===== config.mk =====
export PLATFORM = sky130hd
export DESIGN_NAME = uart_loader
export DESIGN_NICKNAME = d
export VERILOG_FILES = /design/src/rtl/uart_loader.sv
export SDC_FILE = /design/constraint.sdc
export NUM_CORES = 1
export LEC_CHECK = 0
export CORE_MARGIN = 2
export CORE_UTILIZATION = 50
export CTS_CLUSTER_SIZE = 25
export DETAILED_ROUTE_END_ITERATION = 10
export GPL_TIMING_DRIVEN = 0
export MAX_ROUTING_LAYER = met4
export PLACE_DENSITY = 0.73
export SYNTH_ARGS = -nofsm -noshare
export SYNTH_HDL_FRONTEND = slang
export SYNTH_SLANG_ARGS = --single-unit

===== constraint.sdc =====
create_clock -name CLK -period 5.9 [get_ports CLK]
set_clock_uncertainty 0.1 [all_clocks]
set_input_delay 0.885 -clock CLK [delete_from_list [all_inputs] [get_ports CLK]]
set_output_delay 0.885 -clock CLK [all_outputs]
set_load 0.02 [all_outputs]

===== src/rtl/uart_loader.sv =====
// UART boot loader: receives a length-prefixed 8N1 image, writes 32-bit LE words into imem, then releases the core.
// Optional trailing XOR checksum byte: define UART_LOADER_CHECKSUM_EN.
module uart_loader #(
  parameter int CLKS_PER_BIT = 868,
  parameter int ADDR_W       = 8,
  parameter int DEPTH_WORDS  = 256
) (
  input  logic              CLK,
  input  logic              RST,
  input  logic              rx,
  output logic              imem_we,
  output logic [ADDR_W-1:0] imem_waddr,
  output logic [31:0]       imem_wdata,
  output logic              core_rst,
  output logic              busy,
  output logic              done,
  output logic              err
);

  localparam int CNT_W = $clog2(CLKS_PER_BIT);
  localparam logic [CNT_W-1:0] CNT_FULL = CNT_W'(CLKS_PER_BIT - 1);
  localparam logic [CNT_W-1:0] CNT_HALF = CNT_W'(CLKS_PER_BIT / 2 - 1);
  localparam logic [15:0]      DEPTH_LEN = 16'(DEPTH_WORDS);

  typedef enum logic [1:0] {RX_IDLE, RX_START, RX_DATA, RX_STOP} rx_state_t;

`ifdef UART_LOADER_CHECKSUM_EN
  typedef enum logic [2:0] {LD_LEN0, LD_LEN1, LD_DATA, LD_CSUM, LD_DONE, LD_ERR} ld_state_t;
  localparam ld_state_t LD_TAIL = LD_CSUM;
`else
  typedef enum logic [2:0] {LD_LEN0, LD_LEN1, LD_DATA, LD_DONE, LD_ERR} ld_state_t;
  localparam ld_state_t LD_TAIL = LD_DONE;
`endif

  logic r_rx_meta, r_rx_sync, r_rx_prev;

  rx_state_t        r_rx_state, w_rx_nxt;
  logic [CNT_W-1:0] r_clk_cnt;
  logic [2:0]       r_bit_idx;
  logic [7:0]       r_shift;
  logic             r_byte_valid, r_frame_err, r_started;
  logic             w_start_ok, w_bit_take, w_stop_ok, w_stop_bad;

  ld_state_t        r_ld_state, w_ld_nxt;
  logic [15:0]      r_len;
  logic [15:0]      w_len_full;
  logic [1:0]       r_byte_cnt;
  logic [23:0]      r_word;
  logic             r_we;
  logic [ADDR_W-1:0] r_waddr;
  logic [31:0]      r_wdata;
  logic             w_wr_last;
`ifdef UART_LOADER_CHECKSUM_EN
  logic [7:0]       r_csum;
`endif

  always_ff @(posedge CLK or negedge RST) begin
    if (!RST) begin
      r_rx_meta <= 1'b1;
      r_rx_sync <= 1'b1;
      r_rx_prev <= 1'b1;
    end else begin
      r_rx_meta <= rx;
      r_rx_sync <= r_rx_meta;
      r_rx_prev <= r_rx_sync;
    end
  end

  always_comb begin
    w_rx_nxt   = r_rx_state;
    w_start_ok = 1'b0;
    w_bit_take = 1'b0;
    w_stop_ok  = 1'b0;
    w_stop_bad = 1'b0;
    case (r_rx_state)
      RX_IDLE: if (r_rx_prev && !r_rx_sync) w_rx_nxt = RX_START;
      RX_START: begin
        // Mid-bit recheck rejects glitches shorter than half a bit.
        if (r_clk_cnt == CNT_HALF) begin
          if (r_rx_sync) begin
            w_rx_nxt = RX_IDLE;
          end else begin
            w_rx_nxt   = RX_DATA;
            w_start_ok = 1'b1;
          end
        end
      end
      RX_DATA: begin
        if (r_clk_cnt == CNT_FULL) begin
          w_bit_take = 1'b1;
          if (r_bit_idx == 3'd7) w_rx_nxt = RX_STOP;
        end
      end
      RX_STOP: begin
        if (r_clk_cnt == CNT_FULL) begin
          w_rx_nxt   = RX_IDLE;
          w_stop_ok  = r_rx_sync;
          w_stop_bad = !r_rx_sync;
        end
      end
      default: w_rx_nxt = RX_IDLE;
    endcase
  end

  always_ff @(posedge CLK or negedge RST) begin
    if (!RST) begin
      r_rx_state   <= RX_IDLE;
      r_clk_cnt    <= '0;
      r_bit_idx    <= '0;
      r_shift      <= '0;
      r_byte_valid <= 1'b0;
      r_frame_err  <= 1'b0;
      r_started    <= 1'b0;
    end else begin
      r_rx_state   <= w_rx_nxt;
      r_byte_valid <= w_stop_ok;
      r_frame_err  <= w_stop_bad;
      if (w_rx_nxt != r_rx_state || w_bit_take || r_rx_state == RX_IDLE)
        r_clk_cnt <= '0;
      else
        r_clk_cnt <= r_clk_cnt + 1'b1;
      if (w_start_ok) begin
        r_bit_idx <= '0;
        r_started <= 1'b1;
      end
      if (w_bit_take) begin
        r_shift   <= {r_rx_sync, r_shift[7:1]};
        r_bit_idx <= r_bit_idx + 1'b1;
      end
    end
  end

  assign w_len_full = {r_shift, r_len[7:0]};
  assign w_wr_last  = (16'(r_waddr) == r_len - 16'd1);

  always_comb begin
    w_ld_nxt = r_ld_state;
    case (r_ld_state)
      LD_LEN0: begin
        if (r_frame_err)       w_ld_nxt = LD_ERR;
        else if (r_byte_valid) w_ld_nxt = LD_LEN1;
      end
      LD_LEN1: begin
        if (r_frame_err) begin
          w_ld_nxt = LD_ERR;
        end else if (r_byte_valid) begin
          if (w_len_full == 16'd0)           w_ld_nxt = LD_TAIL;
          else if (w_len_full > DEPTH_LEN)   w_ld_nxt = LD_ERR;
          else                               w_ld_nxt = LD_DATA;
        end
      end
      LD_DATA: begin
        if (r_frame_err)            w_ld_nxt = LD_ERR;
        else if (r_we && w_wr_last) w_ld_nxt = LD_TAIL;
      end
`ifdef UART_LOADER_CHECKSUM_EN
      LD_CSUM: begin
        if (r_frame_err)       w_ld_nxt = LD_ERR;
        else if (r_byte_valid) w_ld_nxt = (r_shift == r_csum) ? LD_DONE : LD_ERR;
      end
`endif
      default: w_ld_nxt = r_ld_state;
    endcase
  end

  always_ff @(posedge CLK or negedge RST) begin
    if (!RST) begin
      r_ld_state <= LD_LEN0;
      r_len      <= '0;
      r_byte_cnt <= '0;
      r_word     <= '0;
      r_we       <= 1'b0;
      r_waddr    <= '0;
      r_wdata    <= '0;
`ifdef UART_LOADER_CHECKSUM_EN
      r_csum     <= '0;
`endif
    end else begin
      r_ld_state <= w_ld_nxt;
      r_we       <= 1'b0;
      if (r_byte_valid) begin
        case (r_ld_state)
          LD_LEN0: r_len[7:0]  <= r_shift;
          LD_LEN1: r_len[15:8] <= r_shift;
          LD_DATA: begin
            r_byte_cnt <= r_byte_cnt + 1'b1;
`ifdef UART_LOADER_CHECKSUM_EN
            r_csum     <= r_csum ^ r_shift;
`endif
            case (r_byte_cnt)
              2'd0: r_word[7:0]   <= r_shift;
              2'd1: r_word[15:8]  <= r_shift;
              2'd2: r_word[23:16] <= r_shift;
              default: begin
                r_we    <= 1'b1;
                r_wdata <= {r_shift, r_word};
              end
            endcase
          end
          default: ;
        endcase
      end
      // Address holds on the final word so a full-depth image never wraps it.
      if (r_we && !w_wr_last) r_waddr <= r_waddr + 1'b1;
    end
  end

  assign imem_we    = r_we;
  assign imem_waddr = r_waddr;
  assign imem_wdata = r_wdata;
  assign done       = (r_ld_state == LD_DONE);
  assign err        = (r_ld_state == LD_ERR);
  assign core_rst   = !done;
  assign busy       = r_started && !done && !err;

endmodule


==> results of run 1 <==
-- kinds of logic after synthesis --
| family | synth area share [%] |
|---|---|
| buf+inv | 1.891 |
| flops | 57.32 |
| simple gates | 10.93 |
| mux | 17.75 |
| compound gates | 5.625 |
| xor+xnor | 4.007 |
| fa+ha+maj | 2.489 |
-- sequential cells by signal, summed over array words and instances (netlist names), 2 cells and up --
register and flops:
imem_wdata 32, r_word 24, r_len 16, r_clk_cnt 10, imem_waddr 8, r_shift 8
r_bit_idx 3, r_ld_state 3, r_byte_cnt 2, r_rx_state 2
-- final timing paths --
kind	slack [ns]	cells after the start	endpoint	from
max	2.68	5	done	r_ld_state[1]
min	0.26	1	imem_wdata[31]	RST
max reg2reg	2.77	10	imem_waddr[1]	r_len[0]
min reg2reg	0.26	0	r_rx_sync	r_rx_meta
max in group asynchronous	4.66	2	r_rx_sync	RST
min in group CLK	0.26	0	r_rx_sync	r_rx_meta
-- synth_stat cells, types with 2 or more instances --
master / instances / area [um^2]
mux2_2: 77 / 867.1
or3_1: 3 / 18.77
o211ai_1: 4 / 30.03
nand3b_1: 2 / 15.01
nor3b_1: 5 / 37.54
o21ai_0: 13 / 65.06
xnor2_1: 16 / 140.1
a21o_1: 2 / 15.01
dfstp_2: 3 / 78.83
ha_1: 10 / 125.1
nor3_1: 6 / 30.03
inv_1: 12 / 45.04
nand2_1: 26 / 97.59
a21oi_1: 4 / 20.02
nor2b_1: 2 / 12.51
and3_1: 8 / 50.05
nand4_1: 4 / 25.02
clkbuf_1: 11 / 41.29
xor2_1: 7 / 61.31
nor4_1: 6 / 37.54
nor2_1: 20 / 75.07
nand2b_1: 3 / 18.77
dfrtp_1: 112 / 2803
nand3_1: 7 / 35.03
-- cell type report --
| class | count | area, um^2 | area share (%) |
|---|---|---|---|
| plain buffers | 13 | 50.05 | 0.7981 |
| clock buffers | 24 | 480.5 | 7.662 |
| clock inverters | 8 | 101.3 | 1.616 |
| inverters | 12 | 45.04 | 0.7183 |
| multi-input cells | 253 | 2051 | 32.70 |
| flip-flops and latches | 115 | 2882 | 45.95 |
| well taps | 133 | 166.4 | 2.654 |
| repair buffers | 48 | 495.5 | 7.901 |
-- per-layer routing --
layer / vias up / routed length [um] / track usage [%]
met5: - / 0 / -
li1: 1538 / - / -
met4: 0 / 127 / 7.046
met1: 1683 / 4474 / 26.37
met2: 40 / 5048 / 31.98
met3: 14 / 274 / 4.950
-- critical path, cell delays in order, from the launching register on --
cell and delay, ns:
dfrtp_1 0.31, clkbuf_1 0.32, nand2_1 0.12, or2_2 0.30, inv_1 0.08, clkdlybuf4s50_1 0.60
-- power groups by stage --
stage / Combinational (uW) / Sequential (uW) / Clock, uW
after floorplan: 46.8 / 849 / 0
after global placement: 69.1 / 854 / 0
after detailed placement: 75.8 / 855 / 0
after CTS: 76.2 / 841 / 1000
after global routing: 88.3 / 845 / 1040
final: 73.8 / 842 / 990
-- metrics by stage --
| stage | hold WS (ns) | util (%) |
|---|---|---|
| final | 0.2629 | 64.16 |
| after global routing | 0.2675 | 64.16 |
| after CTS | 0.2624 | 64.16 |
| after detailed placement | 0.2543 | 58.21 |
| after global placement | 0.2455 | 57.95 |
| after floorplan | 0.2452 | - |
-- layout by cell type (no fill, tap or decap), drive strengths merged, types with 3 or more instances in the layout --
| master | n |
|---|---|
| dfrtp | 112 |
| xnor2 | 16 |
| nor4 | 6 |
| nor2 | 20 |
| a21oi | 4 |
| or3 | 3 |
| dfstp | 3 |
| o21ai | 14 |
| nand3 | 7 |
| nand2b | 3 |
| nand2 | 26 |
| ha | 10 |
| clkbuf | 35 |
| nand4 | 4 |
| nor3b | 5 |
| clkinv | 3 |
| nor3 | 6 |
| xor2 | 7 |
| clkdlybuf4s50 | 46 |
| clkinvlp | 3 |
| and3 | 8 |
| o211ai | 4 |
| buf | 4 |
| mux2 | 78 |
| inv | 12 |
==> impl_metrics.env, run 1 <==
export IMPL_clk_path_buf_depth=2
export IMPL_firstDrtPassIters=5
export IMPL_crit_path_max_fanout=10
export IMPL_ys_types=54
export IMPL_clkPwrFrac_pct=52.0
export IMPL_synth_seq_cells=115
export IMPL_synth_edff_count=0
export IMPL_antenna_cells_inserted=0
export IMPL_worstSetupEndpointType="output port"
export IMPL_antenna_found_initial=0
export IMPL_ys_warn_count=0
export IMPL_synthesis_nets=406
export IMPL_floorplan_initialDensity_pct=51.43
export IMPL_cts_root_buf="clkbuf_8"
export IMPL_setup_viol=0
export IMPL_layout_cells_non_filler=606
export IMPL_routabilityCongestion=0.8332
export IMPL_crit_arrival_ns=2.24
export IMPL_ys_seq_area_share_pct=57.32
export IMPL_setup_ws_ns=2.680
export IMPL_worstMarginPinSlew_ns=1.197
export IMPL_crit_required_ns=4.91
export IMPL_vias=3275
export IMPL_rsz0062_at_grt="false"
export IMPL_tns_ns=0
export IMPL_chipHeight_um=104.3
export IMPL_design_area_um2=6271
export IMPL_comb_power_share_pct=3.9
export IMPL_synth_flop_cell="dfrtp_1"
export IMPL_cts_hold_buffers=0
export IMPL_max_slew_margin_pct=19.57
export IMPL_finalCritPeriodShare_pct=54.58
export IMPL_p_leak_uw=0.003026
export IMPL_post_cts_resized=0
export IMPL_grt_pass1_vias=3440
export IMPL_drive_above_1_share_pct=26.00
export IMPL_via_per_inst=5.404
export IMPL_sw_frac_of_total_pct=21.80
export IMPL_finalNetCount=473
export IMPL_row_count=36
export IMPL_timing_fmax_mhz=310.5
export IMPL_synth_avg_cell_area_um2=12.79
export IMPL_drc=0
export IMPL_post_drt_wl_per_cell_um=16.38
export IMPL_grt_max_degree=74
export IMPL_placedCellCount=574
export IMPL_worstSetupPathType="reg2out"
export IMPL_max_cap_viol_count=0
export IMPL_numPortBuffers=47
export IMPL_synthesis_area_um2=5027
export IMPL_synthCells=393
export IMPL_power_uw=1906
export IMPL_hold_path_class="in2async"
export IMPL_status="finished, final reports clean"
export IMPL_cts_tree="done"
export IMPL_p_per_area_nw_per_um2=303.9
export IMPL_ios=48
export IMPL_slew_violations=0
export IMPL_startpoint_type="flop"
export IMPL_internal_power_uw=1491
export IMPL_cts_sinks=115
export IMPL_post_cts_setup_buffers=0
export IMPL_ys_async_sr_fraction_pct=100.0
export IMPL_peakVddDrop_uv=210.6
export IMPL_switchingPower_uw=415.5
export IMPL_core_um2=9774
export IMPL_n_fill_cell=741
export IMPL_pre_cts_ws_ns=2.804
export IMPL_final_min_clock_period_ns=3.220
export IMPL_numCtsBuffers=17
export IMPL_placed_cell_area_um2=5689
export IMPL_htree_levels=4
export IMPL_clk_pin_slew_ns=0.06
export IMPL_grt_pass1_wl_um=17020
export IMPL_area_growth_pct=24.74
export IMPL_antenna_left=0
export IMPL_track_usage_pct=20.49
export IMPL_drt_total_wl_um=9924
export IMPL_finalHoldViolCount=0
export IMPL_grt_ovfl_total=0
export IMPL_power_frac_seq_pct=44.2
export IMPL_hpwl_um=6408
export IMPL_die_x_um=104.3
export IMPL_clock_latency_ns=0.50
export IMPL_dieArea_um2=10870
export IMPL_drtIter0Drc=70
Power figures use the tool's default switching activity.
==> inputs of run 2 (changes only) <==
==> constraint.sdc (replaced) <==
create_clock -name CLK -period 3.2 [get_ports CLK]
set_clock_uncertainty 0.1 [all_clocks]
set_input_delay 0.48 -clock CLK [delete_from_list [all_inputs] [get_ports CLK]]
set_output_delay 0.48 -clock CLK [all_outputs]
set_load 0.02 [all_outputs]
==> run 2 against run 1 <==
  * Worst hold slack is essentially flat
  * Final area is 0.18% higher
  * Combinational power up 86%
  * Setup slack lost 2.4 ns
  * Sequential power grew 84%
  * Clock power is 85% higher
  * Flip-flop and latch count is the same
  * Non-clock buffer count did not move
  * Largest power group unchanged
  * Cell count did not move
==> impl_metrics.env, run 2 (synthesis gave the netlist of run 1 again) <==
export IMPL_cts_root_buf="clkbuf_8"
export IMPL_n_fill_cell=741
export IMPL_antenna_left=0
export IMPL_startpoint_type="flop"
export IMPL_antenna_found_initial=0
export IMPL_rsz0062_at_grt="false"
export IMPL_via_per_inst=5.431
export IMPL_track_usage_pct=20.51
export IMPL_slew_violations=0
export IMPL_crit_path_top_delay_cell="a2111o_2"
export IMPL_final_common_cell="dfrtp_1"
export IMPL_drc=0
export IMPL_final_min_clock_period_ns=2.921
export IMPL_ff2ff_setup_slack_ns=0.28
export IMPL_routabilityCongestion=0.8332
export IMPL_path_buf_inv=2
export IMPL_clk_path_buf_depth=2
export IMPL_chipHeight_um=104.3
export IMPL_final_cell_mix="112 x dfrtp_1, 77 x mux2_2, 46 x clkdlybuf4s50_1"
export IMPL_area_growth_pct=24.96
export IMPL_finalNetCount=473
export IMPL_worstSetupPathType="reg2reg"
export IMPL_setup_viol=0
export IMPL_finalHoldViolCount=0
export IMPL_cts_sinks=115
export IMPL_dieArea_um2=10870
export IMPL_path_cells="clkbuf_1 -> inv_1 -> ha_1 -> or2b_1 -> a311o_1 -> a2111o_2 -> o21ai_2 -> mux2_4"
export IMPL_r2r_start="r_len[0]"
export IMPL_grt_pass1_vias=3446
export IMPL_max_stage_delay_ns=0.52
export IMPL_crit_arrival_ns=3.21
export IMPL_status="finished, final reports clean"
export IMPL_p_leak_uw=0.003031
export IMPL_critical_path_top_delay_family="compound AO/OA/AOI/OAI gates"
export IMPL_numCtsBuffers=17
export IMPL_worstHoldStart="r_rx_meta"
export IMPL_grt_pass1_wl_um=17050
export IMPL_largest_register_ffs=32
export IMPL_reg2reg_depth=8
export IMPL_max_cap_viol_count=0
export IMPL_drt_total_wl_um=9954
export IMPL_design_area_um2=6282
export IMPL_post_drt_wl_per_cell_um=16.43
export IMPL_die_x_um=104.3
export IMPL_hold_path_class="reg2reg"
export IMPL_p_per_area_nw_per_um2=559.4
export IMPL_timing_fmax_mhz=342.3
export IMPL_hpwl_um=6408
export IMPL_grt_max_degree=74
export IMPL_r2r_end="imem_waddr[1]"
export IMPL_core_um2=9774
export IMPL_placed_cell_area_um2=5689
export IMPL_ios=48
export IMPL_row_count=36
export IMPL_min_to="r_rx_sync"
export IMPL_firstDrtPassIters=4
export IMPL_drtIter0Drc=87
export IMPL_grt_ovfl_total=0
export IMPL_antenna_cells_inserted=0
export IMPL_htree_levels=4
export IMPL_crit_required_ns=3.49
export IMPL_cts_tree="done"
export IMPL_drive_above_1_share_pct=26.22
export IMPL_clock_latency_ns=0.51
export IMPL_crit_path_max_fanout=10
export IMPL_floorplan_initialDensity_pct=51.43
export IMPL_max_slew_margin_pct=19.68
export IMPL_worstSetupEndpointType="flop"
export IMPL_whs_path_depth=0
export IMPL_whs_ns=0.2629
export IMPL_numPortBuffers=47
export IMPL_finalCritPeriodShare_pct=91.29
export IMPL_peakVddDrop_uv=391.2
export IMPL_worstMarginPinSlew_ns=1.196
export IMPL_vias=3291
export IMPL_clk_pin_slew_ns=0.05
-- run 2: power by group --
group	switching (uW)	internal, uW
Sequential	49.1	1500
Clock	638	1190
Combinational	79.1	57.9
-- run 2: through the flow --
step | std cells | setup WS [ns] | TNS [ns] | util (%) | power (uW)
finish | 606 | 0.2786 | 0 | 64.27 | 3515
global route | 606 | 0.07939 | 0 | 64.27 | 3638
CTS | 607 | 0.08596 | 0 | 64.26 | 3536
detailed placement | 574 | 0.1035 | 0 | 58.21 | 1716
global placement | 573 | -2.690 | -304.47 | 57.95 | 1703
floorplan | 393 | 0.4575 | 0 | - | 1652
-- run 2: layer usage --
layer / wire length (um) / GRT usage [%] / vias up
met1: 4438 / 26.41 / 1689
met5: 0 / - / -
li1: - / - / 1544
met3: 290 / 4.950 / 15
met2: 5081 / 32.03 / 43
met4: 144 / 7.046 / 0
-- run 2: worst reg2reg max path, stage by stage (launching register included) --
cell and delay [ns]:
dfrtp_1 0.31, clkbuf_1 0.31, inv_1 0.12, ha_1 0.33, or2b_1 0.27, a311o_1 0.32, a2111o_2 0.52, o21ai_2 0.21
mux2_4 0.32
-- run 2: cell type report --
cell class              instances  area (um^2)  share of cell area [%]
plain buffers                  12        46.29                  0.7369
clock buffers                  24        480.5                   7.648
clock inverters                 8        101.3                   1.613
inverters                      12        45.04                  0.7170
multi-input cells             253         2056                   32.72
flip-flops and latches        115         2882                   45.87
well taps                     133        166.4                   2.649
repair buffers                 49        505.5                   8.046
-- run 2: worst max path at each step --
stage,start,cells after the start,end
2_1_floorplan,r_len[0],10,imem_waddr[1]
5_1_grt,r_len[0],8,imem_waddr[1]
3_3_place_gp,RST,1,imem_waddr[7]
3_5_place_dp,r_len[0],10,imem_waddr[1]
6_report,r_len[0],8,imem_waddr[1]
4_1_cts,r_len[0],10,imem_waddr[1]
-- run 2: what timing repair did --
action	4_1_cts	5_1_grt
gates resized for setup	0	1
endpoints found under the hold margin	42	0
setup endpoints to repair	0	4
hold buffers	1	0
buffers inserted	0	0
==> inputs of run 3 (changes only) <==
--- a/config.mk
+++ b/config.mk
@@ -5,6 +5,7 @@
 export SDC_FILE = /design/constraint.sdc
 export NUM_CORES = 1
 export LEC_CHECK = 0
+export ABC_AREA = 1
 export CORE_MARGIN = 2
 export CORE_UTILIZATION = 50
 export CTS_CLUSTER_SIZE = 25
==> run 3 against run 2 <==
  * Area after synthesis rose by 7.4%
  * Setup slack improved by 0.31 ns
  * Sequential power barely moved
  * Global-route usage rose by 2.5 points
  * Worst hold slack got worse by 0.0064 ns
  * Critical path type is now reg2out
  * Critical endpoint is now done
==> impl_metrics.env, run 3 <==
export IMPL_chipHeight_um=107.9
export IMPL_n_fill_cell=854
export IMPL_p_leak_uw=0.003306
export IMPL_final_cell_mix="232 x nand2_1, 112 x dfrtp_1, 65 x o21ai_0"
export IMPL_max_slew_margin_pct=44.74
export IMPL_drc=0
export IMPL_area_growth_pct=23.01
export IMPL_tns_ns=0
export IMPL_grt_pass1_wl_um=20340
export IMPL_numCtsBuffers=17
export IMPL_core_um2=10420
export IMPL_multi_input_area_um2=2236
export IMPL_clock_latency_ns=0.52
export IMPL_worstSetupPathType="reg2out"
export IMPL_regArea_um2=2882
export IMPL_synth_seq_cells=115
export IMPL_htree_levels=4
export IMPL_timing_fmax_mhz=383.7
export IMPL_synth_top_cell_area_share_pct=51.90
export IMPL_synth_area_leaders="dfrtp_1 52%, nand2_1 16%, o21ai_0 6.0%"
export IMPL_synth_flop_cell="dfrtp_1"
export IMPL_slew_violations=0
export IMPL_worstMarginPinSlew_ns=0.8289
export IMPL_die_x_um=107.9
export IMPL_ys_warn_count=0
export IMPL_cts_tree="done"
export IMPL_synthesis_area_um2=5400
export IMPL_synth_edff_count=0
export IMPL_crit_path_top_delay_cell="clkdlybuf4s50_1"
export IMPL_floorplan_initialDensity_pct=51.84
export IMPL_antenna_cells_inserted=0
export IMPL_finalCritPeriodShare_pct=81.45
export IMPL_crit_required_ns=2.62
export IMPL_p_per_area_nw_per_um2=529.4
export IMPL_firstDrtPassIters=5
export IMPL_critical_path_top_delay_family="buffers and inverters"
export IMPL_startpoint_type="flop"
export IMPL_status="finished, final reports clean"
export IMPL_ys_async_sr_fraction_pct=100.0
export IMPL_final_min_clock_period_ns=2.606
export IMPL_path_cells="inv_1 -> nor3_1 -> clkdlybuf4s50_1"
export IMPL_synthCells=643
export IMPL_worstSetupEndpointType="output port"
export IMPL_whs_ns=0.2565
export IMPL_grt_ovfl_total=0
export IMPL_post_cts_resized=0
export IMPL_crit_arrival_ns=2.03
export IMPL_clk_pin_slew_ns=0.05
export IMPL_synth_avg_cell_area_um2=8.398
export IMPL_ys_seq_area_share_pct=53.36
export IMPL_dieArea_um2=11650
export IMPL_largest_register_ffs=32
export IMPL_synthesis_nets=656
export IMPL_clk_path_buf_depth=2
export IMPL_grt_pass1_vias=4394
export IMPL_synth_top_cells_by_count="232 x nand2_1, 112 x dfrtp_1, 65 x o21ai_0, 55 x inv_1, 45 x nor2_1"
export IMPL_vias=4385
export IMPL_finalNetCount=724
export IMPL_via_per_inst=5.099
export IMPL_drive_above_1_share_pct=9.530
export IMPL_yosysTopAreaCell="dfrtp_1"
export IMPL_rsz0062_at_grt="false"
export IMPL_ios=48
export IMPL_path_buf_inv=2
export IMPL_routabilityCongestion=0.9134
export IMPL_ys_types=34
export IMPL_antenna_found_initial=0
export IMPL_drtIter0Drc=253
export IMPL_numPortBuffers=47
export IMPL_max_stage_delay_ns=0.68
export IMPL_drt_total_wl_um=11710
export IMPL_grt_max_degree=65
export IMPL_antenna_left=0
export IMPL_hold_path_class="reg2reg"
export IMPL_finalHoldViolCount=0
export IMPL_cts_sinks=115
export IMPL_yosysMostFrequentCell="nand2_1"
export IMPL_post_drt_wl_per_cell_um=13.61
export IMPL_row_count=37
export IMPL_peakVddDrop_uv=345.7
export IMPL_setup_viol=0
export IMPL_max_cap_viol_count=0
export IMPL_final_common_cell="nand2_1"
export IMPL_hpwl_um=7908
export IMPL_crit_path_max_fanout=5
export IMPL_cts_root_buf="clkbuf_8"
export IMPL_track_usage_pct=23.05
[run 3: cell types whose count changed after synthesis, moves of 4 or more]
cell      delta
o21ai_0     +52
o211ai_1     -4
nand2_2     +11
mux2_2      -77
nor2_2       +8
xnor2_1     -11
xor2_1       +5
nor2_1      +25
nand2_1    +206
nor3_1       +4
nor3b_1      -5
inv_1       +43
nand3_1     +16
and3_1       -8
[run 3: layout make-up]
cell class	count	area share [%]
Sequential cell	115	43.38
Multi-Input combinational cell	455	33.66
Timing Repair Buffer	49	7.610
Clock buffer	27	7.403
Inverter	58	3.277
Tap cell	136	2.562
Clock inverter	5	1.130
Buffer	15	0.9795
[run 3: metal layers]
layer | share of wire [%] | track usage, % | up-vias | routed length (um)
met5 | 0 | - | - | 0
met4 | 1.1 | 8.791 | 0 | 133
li1 | - | - | 2166 | -
met1 | 46 | 28.79 | 2110 | 5394
met2 | 49 | 36.84 | 97 | 5752
met3 | 3.6 | 5.145 | 12 | 426
[run 3: final timing paths]
kind                            slack, ns           from  cells past startpoint       endpoint
min in group asynchronous            0.50            RST                      2  imem_waddr[4]
worst min-delay path                 0.26      r_rx_meta                      0      r_rx_sync
worst max-delay path                 0.59  r_ld_state[0]                      3           done
worst min register to register       0.26      r_rx_meta                      0      r_rx_sync
worst max register to register       0.92       r_len[0]                     17  r_ld_state[0]
max in group asynchronous            1.69            RST                      3      r_rx_sync
[run 3: what timing repair did]
action,in CTS,in global routing
hold buffers,1,0
setup buffers,0,0
endpoints found under the hold margin,48,0
[run 3: worst reg2reg max path, stage by stage, from the launching register on]
cell and delay (ns):
dfrtp_1 0.42, inv_1 0.16, ha_1 0.28, inv_1 0.09
nand2_1 0.09, nand2_1 0.06, nand2_1 0.05, nand2_1 0.07
nor2_1 0.11, nand2_1 0.06, nor2_1 0.10, nand2_1 0.06
nor2_1 0.08, nand3_1 0.11, nand2_1 0.14, nand2_1 0.08
nand2_1 0.06, nand2_1 0.05
[run 3: cells by family (layout without fill, tap and decap cells)]
group / count (synthesis) / after routing / share of synthesized area (%)
and+or+nand+nor: 354 / 354 / 29.03
adders and majority gates: 10 / 10 / 2.317
xor gates and xnor gates: 17 / 17 / 2.757
AOI/OAI and AO/OA: 74 / 74 / 7.298
DFF: 115 / 115 / 53.36
buffers and inverters: 73 / 154 / 5.236
[run 3: where the power goes]
group | switching (uW) | leakage [uW] | internal (uW) | total (uW)
Sequential | 42.6 | 0.00158 | 1500 | 1550
Combinational | 105 | 0.00145 | 62.3 | 168
Clock | 616 | 0.000280 | 1190 | 1800
[run 3: stage by stage]
step / utilization, % / cells / instance area, um^2 / setup WS [ns] / power [uW]
after floorplan: - / 643 / 5400 / 1.296 / 1673
after global placement: 57.99 / 826 / 6041 / -2.681 / 1725
after detailed placement: 58.23 / 827 / 6066 / 0.9416 / 1737
after CTS: 63.77 / 860 / 6643 / 0.5623 / 3543
after global routing: 63.77 / 860 / 6643 / 0.4994 / 3641
final: 63.77 / 860 / 6643 / 0.5936 / 3517
